### config.mk
export PLATFORM = sky130hd
export DESIGN_NAME = audio_rom_streamer_flat
export DESIGN_NICKNAME = d
export VERILOG_FILES = /design/src/rtl/audio_rom_streamer_pkg.sv /design/src/rtl/audio_rom_streamer_if.sv /design/src/rtl/audio_rom_streamer_sample_fifo.sv /design/src/rtl/audio_rom_streamer.sv /design/src/flat_wrapper.sv
export SDC_FILE = /design/constraint.sdc
export NUM_CORES = 1
export LEC_CHECK = 0
export BUFFER_PORTS_ARGS = -buffer_cell sky130_fd_sc_hd__buf_2
export CELL_PAD_IN_SITES_DETAIL_PLACEMENT = 1
export CELL_PAD_IN_SITES_GLOBAL_PLACEMENT = 1
export CORE_ASPECT_RATIO = 0.5
export CORE_UTILIZATION = 29
export CTS_BUF_LIST = sky130_fd_sc_hd__clkbuf_16
export DETAILED_ROUTE_END_ITERATION = 7
export GPL_ROUTABILITY_DRIVEN = 1
export PLACE_DENSITY_LB_ADDON = 0.1
export SETUP_SLACK_MARGIN = 0.05
export SYNTH_ARGS = -nofsm -noshare
export SYNTH_HDL_FRONTEND = slang
export SYNTH_SLANG_ARGS = --single-unit
### constraint.sdc
create_clock -name clk -period 4.9 [get_ports clk]
set_clock_uncertainty 0.15 [all_clocks]
set_input_delay 0.245 -clock clk [delete_from_list [all_inputs] [get_ports clk]]
set_output_delay 0.245 -clock clk [all_outputs]
set_load 0.02 [all_outputs]
### src/rtl/audio_rom_streamer_pkg.sv
// Shared types for the audio ROM streamer: sample format and streamer FSM states.
package audio_pkg;

  localparam int SAMPLE_W = 16;

  typedef logic signed [SAMPLE_W-1:0] sample_t;

  typedef enum logic [2:0] {
    IDLE,
    WAIT_TICK,
    READ,
    CAPT,
    DONE
  } stream_state_e;

endpackage

### src/rtl/audio_rom_streamer_if.sv
// ROM read port and sample output stream of the audio ROM streamer.
// Handshake: a sample transfers on a clk edge where sample_valid && sample_ready;
// sample_data/sample_valid hold until that transfer, sample_ready may change freely.
interface audio_rom_streamer_if;
  import audio_pkg::*;

  logic [31:0] rom_addr;
  logic [15:0] rom_rd;
  sample_t     sample_data;
  logic        sample_valid;
  logic        sample_ready;

  modport master (
    output rom_addr,
    input  rom_rd,
    output sample_data,
    output sample_valid,
    input  sample_ready
  );

  modport slave (
    input  rom_addr,
    output rom_rd,
    input  sample_data,
    input  sample_valid,
    output sample_ready
  );

endinterface

### src/rtl/audio_rom_streamer_sample_fifo.sv
// Synchronous sample FIFO with flush and a registered head output.
// Push and pop may coincide at any occupancy, including full and empty.
module sample_fifo
  import audio_pkg::*;
#(
  parameter int  DEPTH  = 4,
  parameter type data_t = sample_t
) (
  input  logic  clk,
  input  logic  rst,
  input  logic  flush,
  input  logic  push,
  input  data_t push_data,
  input  logic  pop,
  output data_t head,
  output logic  full,
  output logic  empty
);

  localparam int PTR_W = $clog2(DEPTH);

  data_t            mem [DEPTH];
  logic [PTR_W-1:0] wr_ptr;
  logic [PTR_W-1:0] rd_ptr;
  logic [PTR_W-1:0] rd_next;
  logic [PTR_W:0]   count;
  logic [PTR_W:0]   count_next;
  logic             do_push;
  logic             do_pop;

  assign full    = (count == (PTR_W+1)'(DEPTH));
  assign empty   = (count == '0);
  assign do_pop  = pop && !empty;
  assign do_push = push && (!full || do_pop);

  always_comb begin
    rd_next    = do_pop ? rd_ptr + 1'b1 : rd_ptr;
    count_next = count;
    if (do_push && !do_pop) begin
      count_next = count + 1'b1;
    end else if (do_pop && !do_push) begin
      count_next = count - 1'b1;
    end
  end

  always_ff @(posedge clk) begin
    if (do_push && !flush) begin
      mem[wr_ptr] <= push_data;
    end
  end

  // The head register must see a same-cycle push when that entry becomes the head.
  always_ff @(posedge clk or posedge rst) begin
    if (rst) begin
      wr_ptr <= '0;
      rd_ptr <= '0;
      count  <= '0;
      head   <= '0;
    end else if (flush) begin
      wr_ptr <= '0;
      rd_ptr <= '0;
      count  <= '0;
      head   <= '0;
    end else begin
      if (do_push) begin
        wr_ptr <= wr_ptr + 1'b1;
      end
      rd_ptr <= rd_next;
      count  <= count_next;
      if (count_next != '0) begin
        head <= (do_push && (wr_ptr == rd_next)) ? push_data : mem[rd_next];
      end
    end
  end

endmodule

### src/rtl/audio_rom_streamer.sv
// Paces reads of the audio sample ROM at the sample rate, absorbs its one-cycle
// read latency and streams samples out through a small FIFO.
module audio_rom_streamer
  import audio_pkg::*;
#(
  parameter int NUM_SAMPLES = 64000,
  parameter int CLK_DIV     = 3125,
  parameter int FIFO_DEPTH  = 4
) (
  input  logic                  clk,
  input  logic                  rst,
  input  logic                  start,
  input  logic                  stop,
  input  logic                  loop_en,
  output logic                  busy,
  output logic                  done,
  output logic                  overrun,
  output stream_state_e         state_dbg,
  audio_rom_streamer_if.master  bus
);

  localparam int IDX_W = $clog2(NUM_SAMPLES);
  localparam int CNT_W = $clog2(CLK_DIV);

  stream_state_e    state;
  logic [IDX_W-1:0] idx;
  logic [IDX_W-1:0] idx_inc;
  logic [CNT_W-1:0] tick_cnt;
  logic             tick;
  logic             last;
  logic             fifo_push;
  logic             fifo_flush;
  logic             fifo_full;
  logic             fifo_empty;

  function automatic logic [31:0] addr_of(input logic [IDX_W-1:0] i);
    return 32'({i, 2'b00});
  endfunction

  assign tick       = busy && (tick_cnt == CNT_W'(CLK_DIV - 1));
  assign last       = (idx == IDX_W'(NUM_SAMPLES - 1));
  assign idx_inc    = last ? '0 : idx + 1'b1;
  assign fifo_flush = start || stop;
  // An abort in CAPT drops the in-flight ROM word.
  assign fifo_push  = (state == CAPT) && !fifo_flush;
  assign state_dbg  = state;
  assign bus.sample_valid = !fifo_empty;

  always_ff @(posedge clk or posedge rst) begin
    if (rst) begin
      tick_cnt <= '0;
    end else if (start || stop || !busy || tick) begin
      tick_cnt <= '0;
    end else begin
      tick_cnt <= tick_cnt + 1'b1;
    end
  end

  always_ff @(posedge clk or posedge rst) begin
    if (rst) begin
      state        <= IDLE;
      idx          <= '0;
      bus.rom_addr <= '0;
      busy         <= 1'b0;
      done         <= 1'b0;
      overrun      <= 1'b0;
    end else if (stop) begin
      state        <= IDLE;
      idx          <= '0;
      bus.rom_addr <= '0;
      busy         <= 1'b0;
    end else if (start) begin
      state        <= WAIT_TICK;
      idx          <= '0;
      bus.rom_addr <= '0;
      busy         <= 1'b1;
      done         <= 1'b0;
      overrun      <= 1'b0;
    end else begin
      case (state)
        WAIT_TICK: begin
          // A full FIFO holds the current index so the stream slips rather than skips.
          if (tick) begin
            if (fifo_full) begin
              overrun <= 1'b1;
            end else begin
              state <= READ;
            end
          end
        end
        READ: begin
          state <= CAPT;
        end
        CAPT: begin
          if (last && !loop_en) begin
            state        <= DONE;
            done         <= 1'b1;
            busy         <= 1'b0;
            idx          <= '0;
            bus.rom_addr <= '0;
          end else begin
            state        <= WAIT_TICK;
            idx          <= idx_inc;
            bus.rom_addr <= addr_of(idx_inc);
          end
        end
        default: begin
          state <= state;
        end
      endcase
    end
  end

  sample_fifo #(
    .DEPTH  (FIFO_DEPTH),
    .data_t (sample_t)
  ) u_fifo (
    .clk       (clk),
    .rst       (rst),
    .flush     (fifo_flush),
    .push      (fifo_push),
    .push_data (sample_t'(bus.rom_rd)),
    .pop       (bus.sample_ready),
    .head      (bus.sample_data),
    .full      (fifo_full),
    .empty     (fifo_empty)
  );

endmodule

### src/flat_wrapper.sv
// flat-port wrapper written by rule: the top's interface ports become plain ports
module audio_rom_streamer_flat import audio_pkg::*;
#(
  parameter int NUM_SAMPLES = 64000,
  parameter int CLK_DIV     = 3125,
  parameter int FIFO_DEPTH  = 4
)
  (clk, rst, start, stop, loop_en, busy, done, overrun, state_dbg, bus_rom_addr, bus_rom_rd, bus_sample_data, bus_sample_valid, bus_sample_ready);
  audio_rom_streamer_if bus_i ();
  input  logic clk;
  input  logic rst;
  input  logic start;
  input  logic stop;
  input  logic loop_en;
  output logic busy;
  output logic done;
  output logic overrun;
  output stream_state_e state_dbg;
  output wire logic [$bits(bus_i.rom_addr)-1:0] bus_rom_addr;
  input wire logic [$bits(bus_i.rom_rd)-1:0] bus_rom_rd;
  output wire logic [$bits(bus_i.sample_data)-1:0] bus_sample_data;
  output wire logic [$bits(bus_i.sample_valid)-1:0] bus_sample_valid;
  input wire logic [$bits(bus_i.sample_ready)-1:0] bus_sample_ready;
  assign bus_rom_addr = bus_i.rom_addr;
  assign bus_i.rom_rd = bus_rom_rd;
  assign bus_sample_data = bus_i.sample_data;
  assign bus_sample_valid = bus_i.sample_valid;
  assign bus_i.sample_ready = bus_sample_ready;
  audio_rom_streamer #(.NUM_SAMPLES(NUM_SAMPLES), .CLK_DIV(CLK_DIV), .FIFO_DEPTH(FIFO_DEPTH)) u_core (.clk(clk), .rst(rst), .start(start), .stop(stop), .loop_en(loop_en), .busy(busy), .done(done), .overrun(overrun), .state_dbg(state_dbg), .bus(bus_i));
endmodule
==> qor.csv <==
stage,metric,value,unit
clocking,Max Buffers Root-to-Sink,2,
power_and_ir_drop,worst-case vdd ir drop,0.000189,V
synth,Synth cell types,59,
timing,RSZ-0062 raised after global routing,false,
routing,total number of vias,5000,
routing,Routed Wire Length,18800,um
timing,worst slew margin relative to its limit,0.263,
clocking,H-tree depth,4,
die,y dimension of the die,108,um
synth,Avg Inst Size Synth,10.4,sq um
power_and_ir_drop,combinational fraction of design power,0.046,
cells_and_area,number of antenna cells inserted,0,
power_and_ir_drop,power per unit of standard cell area,317,mW/mm^2
worst_setup_path,worst path required time,5.08,ns
routing,Detailed Route Iter0 Violations,208,
clocking,Clock transition at path regs,0.06,ns
synth,share of the yosys chip area belonging to registers,0.513,
worst_setup_path,worst endpoint data arrival time,3.58,ns
global_routing,combined global-route utilization of all metal layers,0.171,
clocking,TritonCTS clock tree,yes,
routing,per-cell routed wire length,18.6,um
synth,list of most frequent post-synthesis cells,"sky130_fd_sc_hd__edfxtp_1, sky130_fd_sc_hd__nand2_1, sky130_fd_sc_hd__dfrtp_1",
placement,post-placement setup slack,1.44,ns
timing,Least-Margin Pin Slew,1.11,ns
synth,cell area after synthesis,0.00653,sq mm
timing,post-route clock period utilization,0.694,
power_and_ir_drop,Pint,1.90,mW
synth,number of flops mapped to enable cells by yosys,64,
synth,fraction of synthesis flops using an asynchronous set or reset pin,0.471,
synth,total of flip-flops plus latches after synthesis,121,
timing,Hold Fails Final Rpt,0,
clocking,total of hold buffers inserted after clock tree synthesis,19,
die,die outline area,0.0232,sq mm
clocking,# resized after CTS,0,
worst_hold_path,type of the worst min-delay path,primary input to register,
placement,count of buffers from port buffering,60,
power_and_ir_drop,clock network fraction of total power,0.515,
synth,cell type with the largest total area after synthesis,sky130_fd_sc_hd__edfxtp_1,
cells_and_area,Sequential cell area,0.00335,sq mm
synth,main flop type after synthesis,sky130_fd_sc_hd__edfxtp_1,
clocking,CTS sink cnt,121,
worst_setup_path,Setup crit start kind,register,
timing,worst path setup slack after routing,1.50,ns
synth,count of synthesis-stage warnings from yosys,0,
worst_setup_path,largest fanout of any net on the critical path,26,
power_and_ir_drop,power spent charging and discharging nets,0.567,mW
timing,number of max-slew violations in the final report,0,
global_routing,number of global-route vias before repair,5280,
timing,aggregate negative setup slack,0,ns
global_routing,wire length of the first global-routing pass,30000,um
power_and_ir_drop,leakage power of the design,3.27,nW
clocking,clock latency on the worst-skew pair,0.42,ns
die,number of rows in the core area,38,
routing,Vias per Instance,4.97,
die,effective utilization at floorplan,0.299,
cells_and_area,number of fill cells in the layout,2481,
routing,number of nets with antenna violations after detailed routing,0,
timing,final period demand of the worst path,3.40,ns
die,# IOs,77,
worst_setup_path,path type of the worst setup path,register to register,
cells_and_area,fraction of layout instances using a drive strength above 1,0.153,
die,horizontal die dimension,214,um
power_and_ir_drop,overall power of the completed layout,2.47,mW
synth,library cell with the highest instance count after synthesis,sky130_fd_sc_hd__edfxtp_1,
routing,DRC errors left,0,
global_routing,Congestion Overflow GR,0,
power_and_ir_drop,Flop pwr share,0.439,
synth,ranking of synthesized cells by area,"sky130_fd_sc_hd__edfxtp_1, sky130_fd_sc_hd__dfrtp_1, sky130_fd_sc_hd__a211oi_1",
die,Floorplan Core Area,0.0219,sq mm
timing,Peak Freq,0.294,GHz
cells_and_area,multi-input logic area,0.00284,sq mm
placement,final weighted congestion in routability-driven placement,0.724,
placement,final HPWL from detailed placement,11000,um
clocking,CTS buffer count,17,
routing,number of search-and-repair iterations in the first detailed-routing pass,4,
clocking,library cell used as clock root buffer,sky130_fd_sc_hd__clkbuf_16,
run,max-capacitance violation count,0,
global_routing,number of antenna violations at the first check in global routing,0,
power_and_ir_drop,net switching fraction of the power,0.230,
outcome,result of the run,"finished, final reports clean",
synth,fraction of post-synthesis cell area in the top cell type by area,0.294,
cells_and_area,growth of design area from synthesis to finish,19.5,%
worst_setup_path,nature of the critical path endpoint,register,
global_routing,pin count of the biggest net entering global routing,84,
synth,post-synthesis cell count,629,
timing,number of endpoints failing setup at the final stage,0,
cells_and_area,number of nets at the end of the flow,726,
clocking,post-CTS setup-driven buffer insertion count,0,
[worst paths after layout]
path                                           end              startpoint  cells after the start  slack, ns
hold reg to reg                        u_core.done             u_core.done                      1       0.33
max in group asynchronous  u_core.u_fifo.rd_ptr[0]                     rst                      4       3.51
setup / recovery             u_core.u_fifo.head[2]  u_core.u_fifo.count[0]                     10       1.50
setup reg to reg             u_core.u_fifo.head[2]  u_core.u_fifo.count[0]                     10       1.50
hold / removal                 u_core.state_dbg[2]                 loop_en                      4       0.04
min in group asynchronous   u_core.bus.rom_addr[5]                     rst                      4       0.46
[sequential cells by signal, summed over array words and instances, names as in the netlist]
signal and cells:
u_core.busy 1, u_core.u_fifo.rd_ptr 2, u_core.tick_cnt 12, u_core.state_dbg 3, u_core.u_fifo.mem 64, u_core.overrun 1
u_core.u_fifo.count 3, u_core.done 1, u_core.u_fifo.head 16, u_core.bus.rom_addr 16, u_core.u_fifo.wr_ptr 2
[cells in the final DEF, fill, tap and decap left out, types with 4 or more instances in the layout]
cell type,instances
sky130_fd_sc_hd__ha_1,10
sky130_fd_sc_hd__and4_1,4
sky130_fd_sc_hd__nor2_1,49
sky130_fd_sc_hd__nand3b_1,4
sky130_fd_sc_hd__nand2b_1,31
sky130_fd_sc_hd__dlygate4sd3_1,19
sky130_fd_sc_hd__a22oi_1,16
sky130_fd_sc_hd__xor2_1,13
sky130_fd_sc_hd__clkinv_1,4
sky130_fd_sc_hd__buf_2,60
sky130_fd_sc_hd__clkinvlp_4,6
sky130_fd_sc_hd__mux2i_1,32
sky130_fd_sc_hd__clkbuf_16,17
sky130_fd_sc_hd__buf_4,8
sky130_fd_sc_hd__o31ai_1,5
sky130_fd_sc_hd__inv_1,27
sky130_fd_sc_hd__conb_1,16
sky130_fd_sc_hd__xnor2_1,6
sky130_fd_sc_hd__a211oi_1,46
sky130_fd_sc_hd__nand4_1,4
sky130_fd_sc_hd__and2_1,5
sky130_fd_sc_hd__nand2_1,58
sky130_fd_sc_hd__a21oi_1,9
sky130_fd_sc_hd__dfrtp_1,56
sky130_fd_sc_hd__and3_1,35
sky130_fd_sc_hd__nand3_1,19
sky130_fd_sc_hd__o21ai_0,21
sky130_fd_sc_hd__o32ai_1,15
sky130_fd_sc_hd__edfxtp_1,64
[layout make-up]
cell class	instances	share of cell area
inverters	28	0.0135
clock inverters	15	0.0205
multi-input cells	439	0.364
well taps	300	0.0481
flip-flops and latches	121	0.429
clock buffers	17	0.0545
repair buffers	87	0.0705
[critical path, stage by stage, from the launching register on]
cell and delay, ns:
sky130_fd_sc_hd__dfrtp_1 0.41, sky130_fd_sc_hd__inv_1 0.08, sky130_fd_sc_hd__ha_1 0.26, sky130_fd_sc_hd__nor2b_2 0.18
sky130_fd_sc_hd__buf_4 0.23, sky130_fd_sc_hd__inv_1 0.63, sky130_fd_sc_hd__nand2_1 0.16, sky130_fd_sc_hd__o21ai_1 0.23
sky130_fd_sc_hd__xnor2_2 0.17, sky130_fd_sc_hd__nand4_4 0.47, sky130_fd_sc_hd__mux2i_1 0.33
[power by group through the flow]
stage | Sequential [mW] | Combinational [mW] | Clock, mW
final | 1.09 | 0.114 | 1.27
after global routing | 1.09 | 0.126 | 1.34
after CTS | 1.09 | 0.116 | 1.30
after detailed placement | 1.11 | 0.104 | 0
after global placement | 1.11 | 0.104 | 0
after floorplan | 1.11 | 0.0610 | 0
[cell families after synthesis]
logic type	after synthesis	share of synthesized area
flip-flops	121	0.513
adder cells (fa/ha/maj)	11	0.0207
XOR/XNOR	20	0.0280
other	1	0.000574
AO/OA/AOI/OAI	130	0.142
multiplexers	32	0.0490
buffers and inverters	84	0.0613
AND/OR/NAND/NOR	230	0.186
[routing by layer]
layer,vias up,track usage,part of all wire
met5,-,0,0
met4,0,0.0485,0.0084
met3,11,0.0397,0.035
met2,76,0.277,0.45
met1,2522,0.230,0.50
li1,2391,-,-
[through the flow]
stage               utilization  instance area [sq um]  cells  hold WS, ns
floorplan                     -                   6590    644        0.158
global placement          0.321                   7030    956        0.326
detailed placement        0.321                   7030    956        0.326
CTS                       0.357                   7800   1007       0.0310
global route              0.357                   7800   1007       0.0620
finish                    0.357                   7800   1007       0.0398
Note: power is estimated with default switching activity, not from simulation.
